$ cat config.mk
export PLATFORM = sky130hd
export DESIGN_NAME = minimax_host_if
export DESIGN_NICKNAME = d
export VERILOG_FILES = /design/src/rtl/minimax_host_pkg.sv /design/src/rtl/minimax_host_fifo.sv /design/src/rtl/minimax_host_if.sv
export SDC_FILE = /design/constraint.sdc
export NUM_CORES = 1
export LEC_CHECK = 0
export ABC_AREA = 1
export ABC_CLOCK_PERIOD_IN_PS = 6600
export BUFFER_PORTS_ARGS = -buffer_cell sky130_fd_sc_hd__buf_2
export CORE_AREA = 10 10 273 275
export CTS_CLUSTER_SIZE = 8
export DETAILED_ROUTE_END_ITERATION = 16
export DIE_AREA = 0 0 283 285
export HOLD_SLACK_MARGIN = 0.12
export SLEW_MARGIN = 40
export SYNTH_ARGS = -nofsm -noshare
export SYNTH_HDL_FRONTEND = slang
export SYNTH_SLANG_ARGS = --single-unit
$ cat constraint.sdc
create_clock -name clk -period 6.6 [get_ports clk]
set_input_delay 0.66 -clock clk [delete_from_list [all_inputs] [get_ports clk]]
set_output_delay 0.66 -clock clk [all_outputs]
set_load 0.02 [all_outputs]
$ cat src/rtl/minimax_host_pkg.sv
// rtl/minimax_host_pkg.sv - shared constants, console entry type and byte-mask helper for minimax_host_if
package minimax_host_pkg;

  localparam logic [31:0] CONSOLE_ADDR_DEF = 32'hfffffff8;
  localparam logic [31:0] EXIT_ADDR_DEF    = 32'hfffffffc;
  localparam logic [31:0] STATUS_ADDR_DEF  = 32'hfffffff4;

  localparam int HALT_BIT    = 31;
  localparam int TIMEOUT_BIT = 30;
  localparam int OVF_BIT     = 29;
  localparam int COUNT_LSB   = 0;
  localparam int COUNT_W     = 16;

`ifdef MINIMAX_HOST_TSTAMP_EN
  // Wide enough for any supported TICK_BITS; the top truncates on output.
  localparam int TSTAMP_W = 64;
`endif

  typedef struct packed {
    logic [3:0]          mask;
    logic [31:0]         data;
`ifdef MINIMAX_HOST_TSTAMP_EN
    logic [TSTAMP_W-1:0] tstamp;
`endif
  } con_entry_t;

  function automatic logic [31:0] mask_bytes(input logic [31:0] d, input logic [3:0] m);
    logic [31:0] r;
    for (int i = 0; i < 4; i++) begin
      r[8*i +: 8] = m[i] ? d[8*i +: 8] : 8'h00;
    end
    return r;
  endfunction

endpackage

$ cat src/rtl/minimax_host_fifo.sv
// rtl/minimax_host_fifo.sv - parametrised synchronous first-word-fall-through FIFO
module minimax_host_fifo #(
  parameter int DEPTH = 16,
  parameter int W     = 36,
  localparam int AW   = $clog2(DEPTH)
) (
  input  logic          clk,
  input  logic          reset,
  input  logic          push,
  input  logic [W-1:0]  push_data,
  input  logic          pop,
  output logic [W-1:0]  head,
  output logic [AW:0]   count,
  output logic          full,
  output logic          empty
);

  localparam logic [AW:0] PTR_ONE  = (AW+1)'(1);
  localparam logic [AW:0] FULL_CNT = (AW+1)'(DEPTH);

  logic [W-1:0] mem [DEPTH];
  logic [AW:0]  wptr, rptr;
  logic         do_push, do_pop;

  // A pop frees a slot in the same cycle, so a full FIFO still takes a push then.
  assign do_pop  = pop & ~empty;
  assign do_push = push & (~full | do_pop);

  assign count = wptr - rptr;
  assign empty = (wptr == rptr);
  assign full  = (count == FULL_CNT);
  assign head  = mem[rptr[AW-1:0]];

  always_ff @(posedge clk or negedge reset) begin
    if (!reset) begin
      wptr <= '0;
      rptr <= '0;
    end else begin
      if (do_push) wptr <= wptr + PTR_ONE;
      if (do_pop)  rptr <= rptr + PTR_ONE;
    end
  end

  always_ff @(posedge clk) begin
    if (do_push) mem[wptr[AW-1:0]] <= push_data;
  end

endmodule

$ cat src/rtl/minimax_host_if.sv
// rtl/minimax_host_if.sv - memory-mapped console FIFO, exit register, watchdog and status for the minimax data bus
// Optional MINIMAX_HOST_TSTAMP_EN adds a per-entry tick timestamp and the con_tstamp port.
module minimax_host_if
  import minimax_host_pkg::*;
#(
  parameter int          FIFO_DEPTH   = 16,
  parameter logic [31:0] CONSOLE_ADDR = CONSOLE_ADDR_DEF,
  parameter logic [31:0] EXIT_ADDR    = EXIT_ADDR_DEF,
  parameter logic [31:0] STATUS_ADDR  = STATUS_ADDR_DEF,
  parameter int unsigned MAXTICKS     = 100000,
  parameter int          TICK_BITS    = 32
) (
  input  logic        clk,
  input  logic        reset,
  input  logic [31:0] addr,
  input  logic [31:0] wdata,
  input  logic [3:0]  wmask,
  input  logic        rreq,
  output logic [31:0] rdata,
  output logic        rdata_sel,
  output logic        con_valid,
  input  logic        con_ready,
  output logic [31:0] con_data,
  output logic [3:0]  con_mask,
  output logic        halted,
  output logic [31:0] exit_code,
  output logic        timeout,
  output logic        overflow
`ifdef MINIMAX_HOST_TSTAMP_EN
  ,
  output logic [TICK_BITS-1:0] con_tstamp
`endif
);

  localparam int AW = $clog2(FIFO_DEPTH);
  localparam logic [TICK_BITS-1:0] TICK_LAST = TICK_BITS'(MAXTICKS - 1);
  localparam logic [TICK_BITS-1:0] TICK_ONE  = TICK_BITS'(1);

  logic                 frozen, wr_en, con_wr, exit_wr, stat_wr, stat_rd, pop;
  logic                 full, empty;
  logic [AW:0]          count;
  logic [31:0]          wdata_m, status;
  logic [TICK_BITS-1:0] ticks;
  con_entry_t           push_entry, head_entry;

  assign frozen  = halted | timeout;
  assign wr_en   = (wmask != 4'h0) & ~frozen;
  assign con_wr  = wr_en & (addr == CONSOLE_ADDR);
  assign exit_wr = wr_en & (addr == EXIT_ADDR);
  assign stat_wr = wr_en & (addr == STATUS_ADDR);
  assign stat_rd = rreq & (addr == STATUS_ADDR);
  assign wdata_m = mask_bytes(wdata, wmask);

  always_comb begin
    push_entry      = '0;
    push_entry.mask = wmask;
    push_entry.data = wdata_m;
`ifdef MINIMAX_HOST_TSTAMP_EN
    push_entry.tstamp = TSTAMP_W'(ticks);
`endif
  end

  minimax_host_fifo #(
    .DEPTH (FIFO_DEPTH),
    .W     ($bits(con_entry_t))
  ) u_fifo (
    .clk       (clk),
    .reset     (reset),
    .push      (con_wr),
    .push_data (push_entry),
    .pop       (pop),
    .head      (head_entry),
    .count     (count),
    .full      (full),
    .empty     (empty)
  );

  // Head is gated so nothing stale from the storage array is ever presented.
  assign con_valid = ~empty;
  assign pop       = con_valid & con_ready;
  assign con_data  = con_valid ? head_entry.data : 32'h0;
  assign con_mask  = con_valid ? head_entry.mask : 4'h0;
`ifdef MINIMAX_HOST_TSTAMP_EN
  assign con_tstamp = con_valid ? head_entry.tstamp[TICK_BITS-1:0] : '0;
`endif

  always_comb begin
    status                           = '0;
    status[HALT_BIT]                 = halted;
    status[TIMEOUT_BIT]              = timeout;
    status[OVF_BIT]                  = overflow;
    status[COUNT_LSB +: COUNT_W]     = COUNT_W'(count);
  end

  always_ff @(posedge clk or negedge reset) begin
    if (!reset) begin
      rdata     <= '0;
      rdata_sel <= 1'b0;
      halted    <= 1'b0;
      exit_code <= '0;
      timeout   <= 1'b0;
      overflow  <= 1'b0;
      ticks     <= '0;
    end else begin
      rdata_sel <= stat_rd;
      rdata     <= stat_rd ? status : 32'h0;

      if (exit_wr) begin
        halted    <= 1'b1;
        exit_code <= wdata_m;
      end

      // Set and clear are mutually exclusive on a single bus, so priority is moot.
      if (con_wr & full & ~pop) begin
        overflow <= 1'b1;
      end else if (stat_wr & wmask[3] & wdata[OVF_BIT]) begin
        overflow <= 1'b0;
      end

      if (!frozen && ticks != '1) begin
        ticks <= ticks + TICK_ONE;
      end
      if (MAXTICKS != 0 && ticks == TICK_LAST) begin
        timeout <= 1'b1;
      end
    end
  end

endmodule

# After elaboration in Yosys (flattened, before gate mapping)
# Memories as Yosys holds them, arrays and structs flattened.
# Cells that the tools add are included.
# W data, S select, Z words.
# word_totals
ramBits,576
mem_count,1
word_cells,54
input_bits,72
output_inout_bits,105
register_bits,110
# memory_table
memory,depth,width,rd,rd_clocked_by_memory_dff,wr,line,rtl
u_fifo.mem,16,36,1,0,1,minimax_host_fifo.sv:21,logic [W-1:0] mem [DEPTH];
# classes
n_reduce_logical,4
muxes,11
addsub,4
eq_ne,7
n_bitwise,18
# ops
operator,count
$eq A32 B32 Y1 const B,3
$mux W32,2
$add A32 B1 Y32 const B,1
$eq A32 B17 Y1 const B,1
$mux W8,4
$ne A32 B32 Y1 const B,1
$and A1 B1 Y1,12
$add A5 B1 Y5 const B,2
$eq A5 B5 Y1,1
$eq A5 B5 Y1 const B,1
$sub A5 B5 Y5,1
$mux W1,4
$mux W4,1
$not A1 Y1,4
$reduce_bool A4 Y1,1
$or A1 B1 Y1,2
$reduce_bool A2 Y1,1
$logic_and A1 B1 Y1,1
$logic_not A1 Y1,1

# Depth between registers and ports, before layout
# Gate-level depths: netlist of run 1.
# depth
word_depth,8
mapped_depth,13
ltp_nobuf,13

# Modules after synthesis
# From an unflattened synthesis of run 1, not the netlist that was laid out.
# hier_totals
cells_unflattened,2528
area_unflattened_um2,28118.2
# modules_own_cells
module,seq_area_each_um2,cells_per_inst,instances,area_each_um2
minimax_host_fifo,17546.8,1765,1,23213.5
minimax_host_if,1901.8,763,1,4904.7

# Worst setup path before layout of run 1
# OpenSTA, ideal clock, no wires.
# synth_timing
path_type,register to register
from,reg u_fifo.rptr[1]
to,mem u_fifo.mem[2][0] (enable)
arrival_time_ps,4718
path_buffers,3
setup_ps,474
required_time_ps,6126
period_less_slack_ps,5192
path_slack_ps,1408
path_stages_with_launch,13
path_cell_list,dfrtp_1 > inv_1 > clkbuf_1 > clkbuf_1 > ha_1 > nand2_1 > nor2_1 > nand2_1 > a21oi_1 > nand3_1 > nand2_2 > buf_4 > nor3_1
# synth_via
elab_chain_len,8
word_cells_on_any_way,11
cone_classes,1 x add/sub; 2 x eq/ne; 2 x mux; 6 x bitwise
# synth_lines
element,line,rtl
start: declaration,minimax_host_fifo.sv:22,"logic [AW:0] wptr, rptr;"
start signal: assignment,minimax_host_fifo.sv:40,if (do_pop) rptr <= rptr + PTR_ONE;
$eq A5 B5 Y1 *,minimax_host_fifo.sv:30,assign empty = (wptr == rptr);
$not A1 Y1 *,minimax_host_if.sv:79,assign con_valid = ~empty;
net con_valid,minimax_host_if.sv:21,"output logic con_valid,"
$and A1 B1 Y1,minimax_host_if.sv:80,assign pop = con_valid & con_ready;
$and A1 B1 Y1 *,minimax_host_fifo.sv:26,assign do_pop = pop & ~empty;
$or A1 B1 Y1 *,minimax_host_fifo.sv:27,assign do_push = push & (~full | do_pop);
$and A1 B1 Y1 *,minimax_host_fifo.sv:27,
$mux W1 *,minimax_host_fifo.sv:45,if (do_push) mem[wptr[AW-1:0]] <= push_data;
$mux W1 (not written as such) *,minimax_host_fifo.sv:45,
end: declaration,minimax_host_fifo.sv:21,
# The timed path passes the listed nets; every way through them passes the cells marked *.

# Final worst setup path of run 1
# layout_timing
from,reg u_fifo.rptr[0]
to,out con_data[14]
# layout_via
elab_chain_len,2
word_cells_on_any_way,3
cone_classes,1 x eq/ne; 1 x mux; 1 x memory
# layout_lines
element,line,rtl
$mem_v2 Z16 W36 or $eq A5 B5 Y1 (tied branches),--,
$mux W32 *,minimax_host_if.sv:81,assign con_data = con_valid ? head_entry.data : 32'h0;
end: declaration,minimax_host_if.sv:23,"output logic [31:0] con_data,"
# Every way passes the cells marked *; elsewhere a longest branch is shown, timed or not.

==> results of run 1 <==
-- per-layer routing --
layer,vias to the layer above,part of all wire
met1,9423,0.44
met5,-,0.000095
met2,695,0.47
met4,2,0.021
met3,115,0.070
li1,9114,-
-- timing repair --
action,in CTS,in global routing
hold buffers,1,0
hold endpoints to repair,15,0
buffers inserted,0,0
-- cells by family after synthesis --
kind of cell               after synthesis  share of synthesized area
DFF                                    662                      0.695
AOI/OAI and AO/OA                      233                     0.0456
xor gates and xnor gates                20                    0.00626
buffers and inverters                  253                     0.0406
other                                    1                   0.000134
adders and majority gates               11                    0.00519
and+or+nand+nor                       1396                      0.207
-- cells in the mapped netlist (2+ instances only) --
| library cell | count | area, um2 |
|---|---|---|
| sky130_fd_sc_hd__nand2_1 | 878 | 3300 |
| sky130_fd_sc_hd__edfxtp_1 | 576 | 17300 |
| sky130_fd_sc_hd__nand3_1 | 316 | 1580 |
| sky130_fd_sc_hd__nor2_1 | 144 | 541 |
| sky130_fd_sc_hd__a21oi_1 | 115 | 576 |
| sky130_fd_sc_hd__dfrtp_1 | 86 | 2150 |
| sky130_fd_sc_hd__inv_1 | 86 | 323 |
| sky130_fd_sc_hd__o21ai_0 | 77 | 385 |
| sky130_fd_sc_hd__clkbuf_1 | 74 | 278 |
| sky130_fd_sc_hd__buf_2 | 44 | 220 |
| sky130_fd_sc_hd__o31ai_1 | 36 | 270 |
| sky130_fd_sc_hd__buf_4 | 27 | 203 |
| sky130_fd_sc_hd__nor3_1 | 26 | 130 |
| sky130_fd_sc_hd__xor2_1 | 16 | 140 |
| sky130_fd_sc_hd__buf_1 | 13 | 48.8 |
| sky130_fd_sc_hd__nand4_1 | 12 | 75.1 |
| sky130_fd_sc_hd__ha_1 | 10 | 125 |
| sky130_fd_sc_hd__nand3b_1 | 6 | 45.0 |
| sky130_fd_sc_hd__nor4_1 | 5 | 31.3 |
| sky130_fd_sc_hd__o21ai_2 | 5 | 43.8 |
| sky130_fd_sc_hd__xnor2_1 | 4 | 35.0 |
| sky130_fd_sc_hd__inv_2 | 3 | 11.3 |
| sky130_fd_sc_hd__buf_6 | 2 | 22.5 |
| sky130_fd_sc_hd__clkinv_1 | 2 | 7.51 |
| sky130_fd_sc_hd__nand2_4 | 2 | 22.5 |
| sky130_fd_sc_hd__nor2_4 | 2 | 22.5 |
-- per-stage QoR --
stage,cells,hold slack (ns),power [mW]
2_1_floorplan,2599,0.364,6.86
3_3_place_gp,3567,0.461,7.96
3_5_place_dp,3568,0.472,7.99
4_1_cts,3723,0.290,12.4
5_1_grt,3724,0.313,12.9
6_report,3724,0.323,12.3
-- where the power goes --
part           internal (mW)  switching [mW]  total (mW)  leakage, nW
clock network           2.64            1.72        4.35         1.28
logic                  0.894            2.34        3.24         5.24
registers               4.58          0.0820        4.66         5.77
total                   8.11            4.15        12.3         12.3
-- cell type report --
cell class	instances	area [um2]	area share
clock buffer	146	2560	0.0790
inverter	92	364	0.0112
multi-input combinational	1684	7570	0.234
timing repair buffer	192	1140	0.0354
clock inverter	8	108	0.00332
sequential	662	19500	0.601
tap	940	1180	0.0363
-- flip-flops by register name, summed over array words and instances (netlist names) --
name         count
overflow         1
exit_code       32
ticks           32
timeout          1
rdata            8
u_fifo.mem     576
rdata_sel        1
halted           1
u_fifo.rptr      5
u_fifo.wptr      5
-- layout by cell type (no fill, tap or decap), types with 15 or more instances in the layout --
cell type	instances
sky130_fd_sc_hd__a21oi_1	115
sky130_fd_sc_hd__conb_1	24
sky130_fd_sc_hd__edfxtp_1	576
sky130_fd_sc_hd__nand2_1	878
sky130_fd_sc_hd__buf_4	29
sky130_fd_sc_hd__buf_2	151
sky130_fd_sc_hd__nor2_1	142
sky130_fd_sc_hd__clkbuf_16	94
sky130_fd_sc_hd__clkbuf_1	51
sky130_fd_sc_hd__nor3_2	15
sky130_fd_sc_hd__o31ai_1	36
sky130_fd_sc_hd__xor2_1	16
sky130_fd_sc_hd__inv_1	85
sky130_fd_sc_hd__nand3_1	316
sky130_fd_sc_hd__dfrtp_1	83
sky130_fd_sc_hd__o21ai_0	77
-- tightest hold or removal path, stage by stage --
cell and delay, ns:
sky130_fd_sc_hd__buf_2 0.10, sky130_fd_sc_hd__nand2_1 0.07, sky130_fd_sc_hd__o21ai_0 0.08
-- how the worst max path moves through the flow --
stage | cells after the start | from | slack (ns) | endpoint
after floorplan | 12 | u_fifo.rptr[1]$_DFFE_PN0P_ | 1.41 | u_fifo.mem[2][0]$_DFFE_PP_
after global placement | 7 | u_fifo.rptr[1]$_DFFE_PN0P_ | 2.49 | con_data[4]
after detailed placement | 10 | u_fifo.rptr[1]$_DFFE_PN0P_ | 2.43 | u_fifo.mem[1][15]$_DFFE_PP_
after CTS | 9 | u_fifo.rptr[0]$_DFFE_PN0P_ | 1.99 | con_data[16]
after global routing | 9 | u_fifo.rptr[0]$_DFFE_PN0P_ | 1.78 | con_data[13]
final | 9 | u_fifo.rptr[0]$_DFFE_PN0P_ | 2.03 | con_data[14]
==> impl_results.md, run 1 <==
* Run status: finished, final reports clean
* Met1 track utilization from global routing at 0.243
* Cell area after placement at 29700 um2
* Cts bufs inserted at 93
* Clk sinks at 662
* Number of setup violations in the final report at 0
* Relative slew margins at 0.430
* Number of slew-limit violations in the final report at 0
* Reg-to-Reg End: u_fifo.mem[1][19]$_DFFE_PP_
* Final routed wire length divided by cell count at 19.7 um
* Highest clock rate at 0.219 GHz
* Average cell area after synthesis at approximately 11 um2
* Post-CTS sizing at 0
* Antenna-violating nets left at 0
* Final critical-path setup slack at approximately 2.0 ns
* Depth of the most critical reg-to-reg path at 10
* Total global routing track utilization at 0.178
* Site row count at 97
* Level count of the clock H-tree at 3
* Number of failing hold endpoints at the final stage at 0
* Final critical path time including I/O delays and setup at 4.57 ns
* Met3 usage at 0.0363
* Required time of the critical path at 5.94 ns
* RR Startpoint: u_fifo.rptr[1]$_DFFE_PN0P_
* Remaining global-route overflow at 0
* Number of antenna diodes at 0
* Peak ir drop on the vdd network at 266 uV
* Cell Area, Synth at roughly 28000 um2
* Vias in the first global route at between 15000 and 20000
* Beginning of the worst hold path: wdata[12]
* RSZ-0062 raised after global routing: no
* Pin count of the biggest net entering global routing at 156
* End of the worst hold path: exit_code[12]$_DFFE_PN0P_
* Fill cells at 6306
* Delay contributed by the slowest stage of the critical path at 0.78 ns
* Final Skew at 0.0206 ns
* Gate family responsible for the most delay along the worst path: buffers and inverters
* Clock input transition at the sequential cells of the worst setup and hold paths at approximately 0.050 ns
* Async set-or-reset flop fraction in the synthesized netlist at 0.130
* Slew of the pin with the lowest slew margin at 0.855 ns
* Most crowded layer after global routing: met2
* Area delta synth->final at 15.7%
* M2 GR Usage at 0.283
* Final RePlAce weighted congestion at 0.885
* Die outline area at roughly 80000 um2
* Wire length of the first global-routing pass at 113 mm
* Hold/Removal Path Class: primary input to flip-flop
* Initial cell density of the core at 0.404
* Dominant register cell in the synthesized netlist: sky130_fd_sc_hd__edfxtp_1
* Area inside the core boundary at 69300 um2
* Critical Path Slowest Stage Cell: sky130_fd_sc_hd__dfrtp_4
* Number of nets in the finished design at 2808
* Top-level port count at 177
* Crit. End Element: output pin
* Final total negative setup slack at 0 ns
* Clk Latency, worst-skew pair at 0.63 ns
* Synth Instances at 2576
* Count of buffer and inverter cells on the critical path at 3
* Antenna violations before repair at 1
* Total routed wirelength at 73.5 mm
* Worst hold path depth at 3
* Worst Setup Slack post-DPL at 2.43 ns
* Number of warnings printed during yosys synthesis at 0
* Horizontal die dimension at 283 um
* Final Core Density at 0.467
* Worst Path Arrival at 3.91 ns
* Vertical die dimension at 285 um
* Crit Path Category: flip-flop to output pin
* Maximum capacitance violations at 0
* EDFF count, synth at 576
* Cells along the critical path: inv_8 > buf_12 > nand2_1 > nand3_1 > nand3_1 > nand2_1 > nand2_1 > a21oi_1 > buf_2
* Critical-path maximum fanout at between 150 and 200
* Detailed-route DRC error count at 0
* Vias post-DR at ~19000
* Number of DRC violations after detailed-routing iteration 0 at 1786
* Count of input and output buffers at 152
* Area of all placed cells without fillers at about 32000 um2
* Power per standard cell area at 378 nW/um2
* Maximum number of buffers from clock root to sink at 3
* Type of origin of the critical path: flip-flop
* Fraction of the yosys area taken by sequential cells at 0.695
* Slack of the worst reg-to-reg path at about 2.4 ns
* Standby leakage power at 12.3 nW
* Clock root buffer: sky130_fd_sc_hd__clkbuf_16
* Final period util at 0.693
* Per-cell via count in the routed design at 5.20
* Detailed-router iteration count before antenna repair at 6
* Share of layout cells above drive strength 1 at 0.120
* Post-detailed-placement half-perimeter wirelength at 40.8 mm
* Unique masters post-synth at 35
* Cell occurring most often along the worst timing path: sky130_fd_sc_hd__nand2_1
* FF+latch count, synth at 662
* TritonCTS clock tree: yes
Power figures use the tool's default switching activity.
==> run 2: changes to the inputs <==
- ABC_CLOCK_PERIOD_IN_PS: 6600 -> 4800
- clock period: 6.6 -> 4.8 ns (I/O delays scaled with it)
==> run 2 against run 1 <==
  * Clock skew decreased by 0.0068 ns
  * Die area unchanged
  * Combinational power increased by 37%
  * Worst hold slack got worse by 0.17 ns
  * Utilization increased by 0.32 points
  * Wire length decreased by 0.90%
  * Power increased by 38%
  * Via count decreased by 0.29%
  * Cell area increased by 0.69%
  * Sequential power increased by 38%
==> impl_results.md, run 2 (synthesis gave the netlist of run 1 again) <==
* Delay contributed by the slowest stage of the critical path at 0.83 ns (was 0.78 ns)
* Depth of the most critical reg-to-reg path at 10 (unchanged)
* Area of all placed cells without fillers at 32600 um2 (was 32400 um2)
* Type of origin of the critical path: flip-flop (unchanged)
* Die outline area at 80700 um2 (unchanged)
* Count of input and output buffers at 152 (unchanged)
* Remaining global-route overflow at 0 (unchanged)
* Relative slew margins at 0.506 (was 0.430)
* Antenna violations before repair at 0 (was 1)
* Number of flip-flops under the largest register name at 576 (unchanged)
* RSZ-0062 raised after global routing: no (unchanged)
* Final Skew at 0.0138 ns (was 0.0206 ns)
* M2 GR Usage at 0.285 (was 0.283)
* Horizontal die dimension at 283 um (unchanged)
* Final period util at 0.857
* Crit Path Category: flip-flop to output pin (unchanged)
* End point of the critical path: con_mask[3] (was con_data[14])
* Critical-path maximum fanout at 129 (was 155)
* Most crowded layer after global routing: met2 (unchanged)
* Maximum number of buffers from clock root to sink at 3 (unchanged)
* Final RePlAce weighted congestion at 0.867 (was 0.885)
* Power per standard cell area at 518 nW/um2 (was 378 nW/um2)
* TritonCTS clock tree: yes (unchanged)
* Cts bufs inserted at 92 (was 93)
* Area delta synth->final at 16.5% (was 15.7%)
* Worst hold path depth at 3 (unchanged)
* Met3 usage at 0.0374 (was 0.0363)
* Slew of the pin with the lowest slew margin at 0.741 ns (was 0.855 ns)
* Top-level port count at 177 (unchanged)
* Final critical path time including I/O delays and setup at between 4 and 5 ns
* Vias post-DR at 19292 (was 19349)
* Reg-to-Reg End: u_fifo.mem[6][12]$_DFFE_PP_ (was u_fifo.mem[1][19]$_DFFE_PP_)
* Worst Path Arrival at 3.63 ns (was 3.91 ns)
* Number of DRC violations after detailed-routing iteration 0 at 1946 (was 1786)
* Number of antenna diodes at 0 (unchanged)
* Required time of the critical path at 4.32 ns (was 5.94 ns)
* Clock root buffer: sky130_fd_sc_hd__clkbuf_16 (unchanged)
* Crit. path cell count at 9 (unchanged)
* Commonest non-fill, non-tap cell in the layout: sky130_fd_sc_hd__nand2_1 (unchanged)
* Post-CTS setup buffer count at 0 (unchanged)
* Clock input transition at the sequential cells of the worst setup and hold paths at 0.05 ns (about the same)
* Antenna-violating nets left at 0 (unchanged)
* Vias in the first global route at 19241 (was 19211)
* Cells along the critical path: buf_12 > buf_4 > nand2_1 > nand3_1 > nand3_1 > nand2_1 > nand2_1 > a21oi_1 > buf_2 (was inv_8 > buf_12 > nand2_1 > nand3_1 > nand3_1 > nand2_1 > nand2_1 > a21oi_1 > buf_2)
* Pin count of the biggest net entering global routing at 132 (was 156)
* Slack of the worst reg-to-reg path at 1.22 ns (was 2.44 ns)
* Per-cell via count in the routed design at 5.13 (was 5.20)
* Wire length of the first global-routing pass at 113 mm (about the same)
* Number of setup violations in the final report at 0 (unchanged)
* Highest clock rate at approximately 0.24 GHz
* Switching power as a share of total power at 0.338 (about the same)
* Clk sinks at 662 (unchanged)
* Detailed-router iteration count before antenna repair at 7 (was 6)
* Number of nets in the finished design at 2829 (was 2808)
* Met1 track utilization from global routing at 0.237 (was 0.243)
* Clk Latency, worst-skew pair at 0.63 ns (about the same)
* Pint at 11.2 mW (was 8.11 mW)
* Final-layout worst hold slack at 0.154 ns (was 0.323 ns)
* Total routed wirelength at 72.9 mm (was 73.5 mm)
* Initial cell density of the core at 0.404 (unchanged)
* Share of layout cells above drive strength 1 at 0.120 (about the same)
* Total global routing track utilization at 0.176 (was 0.178)
* Post-detailed-placement half-perimeter wirelength at 41.7 mm (was 40.8 mm)
* Commonest cells after routing, fill and taps aside: 878 x sky130_fd_sc_hd__nand2_1, 576 x sky130_fd_sc_hd__edfxtp_1, 316 x sky130_fd_sc_hd__nand3_1 (unchanged)
* Site row count at 97 (unchanged)
* Vertical die dimension at 285 um (unchanged)
* Run status: finished, final reports clean (unchanged)
* RR Startpoint: u_fifo.rptr[0]$_DFFE_PN0P_ (was u_fifo.rptr[1]$_DFFE_PN0P_)
* Proportion of power drawn by flip-flops and latches at 0.381 (was 0.380)
* Gate family responsible for the most delay along the worst path: buffers and inverters (unchanged)
* Critical path launch point: u_fifo.rptr[0]$_DFFE_PN0P_ (unchanged)
* Share of power burned in the clock network at 0.357 (was 0.355)
* Number of failing hold endpoints at the final stage at 0 (unchanged)
* Critical Path Slowest Stage Cell: sky130_fd_sc_hd__dfrtp_4 (unchanged)
* Detailed-route DRC error count at 0 (unchanged)
* Cell area after placement at 29800 um2 (was 29700 um2)
* Fill cells at 6255 (was 6306)
* Switching power of the nets at 5.71 mW (was 4.15 mW)
* Hold/Removal Path Class: primary input to flip-flop (unchanged)
* Maximum capacitance violations at 0 (unchanged)
* Level count of the clock H-tree at 3 (unchanged)
* Crit. End Element: output pin (unchanged)
* Combinational share of power at 0.262 (was 0.264)
* Area inside the core boundary at 69300 um2 (unchanged)
* Standby leakage power at 12.4 nW (was 12.3 nW)
* Number of slew-limit violations in the final report at 0 (unchanged)
* Count of buffer and inverter cells on the critical path at 3 (unchanged)
* Peak ir drop on the vdd network at 310 uV (was 266 uV)
* Cell occurring most often along the worst timing path: sky130_fd_sc_hd__nand2_1 (unchanged)
* Final routed wire length divided by cell count at 19.4 um (was 19.7 um)
-- run 2: cell types whose count changed in the layout (fill, tap and decap cells not counted), sizes merged --
cell         delta
buf             +8
clkbuf         +19
clkinv          -2
inv             +1
dlygate4sd3    +14
-- run 2: worst min-delay path by stage --
stage                         startpoint                         to  slack [ns]
4_1_cts                        wdata[10]  exit_code[10]$_DFFE_PN0P_        0.12
3_3_place_gp   exit_code[13]$_DFFE_PN0P_  exit_code[13]$_DFFE_PN0P_        0.46
5_1_grt                        wdata[12]  exit_code[12]$_DFFE_PN0P_        0.14
3_5_place_dp   exit_code[31]$_DFFE_PN0P_  exit_code[31]$_DFFE_PN0P_        0.47
6_report                       wdata[10]  exit_code[10]$_DFFE_PN0P_        0.15
2_1_floorplan                      reset   exit_code[0]$_DFFE_PN0P_        0.18
-- run 2: layout make-up --
cell class                      instances  area [um2]  share of cell area
Timing Repair Buffer                  214        1340              0.0412
Clock buffer                          165        2590              0.0793
Sequential cell                       662       19500               0.597
Inverter                               92         362              0.0111
Tap cell                              940        1180              0.0361
Clock inverter                          7         106             0.00326
Multi-Input combinational cell       1684        7570               0.232
-- run 2: worst min-delay path: cells and delay by family --
| kind | cells | cell delay [ns] |
|---|---|---|
| buf+inv | 1 | 0.10 |
| compound gates | 1 | 0.08 |
| simple gates | 1 | 0.07 |
-- run 2: what timing repair did --
action / in CTS / in global routing
endpoints found under the hold margin: 75 / 0
hold buffers: 15 / 0
gates resized for setup: 0 / 0
-- run 2: per-layer routing --
| metal | routed length, um | up-vias | share of wire |
|---|---|---|---|
| met5 | 0 | - | 0 |
| met2 | 34200 | 662 | 0.47 |
| met3 | 4920 | 107 | 0.068 |
| met4 | 1440 | 0 | 0.020 |
| li1 | - | 9155 | - |
| met1 | 32300 | 9368 | 0.44 |
-- run 2: stage by stage --
step | TNS [ns] | std cells | utilization | setup WS, ns | total power [mW]
after global routing | 0 | 3764 | 0.470 | 0.478 | 17.7
final | 0 | 3764 | 0.470 | 0.689 | 16.9
after global placement | 0 | 3576 | 0.429 | 1.36 | 10.9
after floorplan | -168.73 | 2599 | - | -0.392 | 9.44
after detailed placement | 0 | 3577 | 0.429 | 1.25 | 11.0
after CTS | 0 | 3764 | 0.470 | 0.643 | 17.1
-- run 2: power by group through the flow --
stage,combinational [mW],sequential (mW),clock [mW]
after floorplan,3.02,6.41,0
after global placement,4.42,6.53,0
after detailed placement,4.47,6.53,0
after CTS,4.49,6.42,6.15
after global routing,4.93,6.43,6.39
final,4.43,6.42,6.03
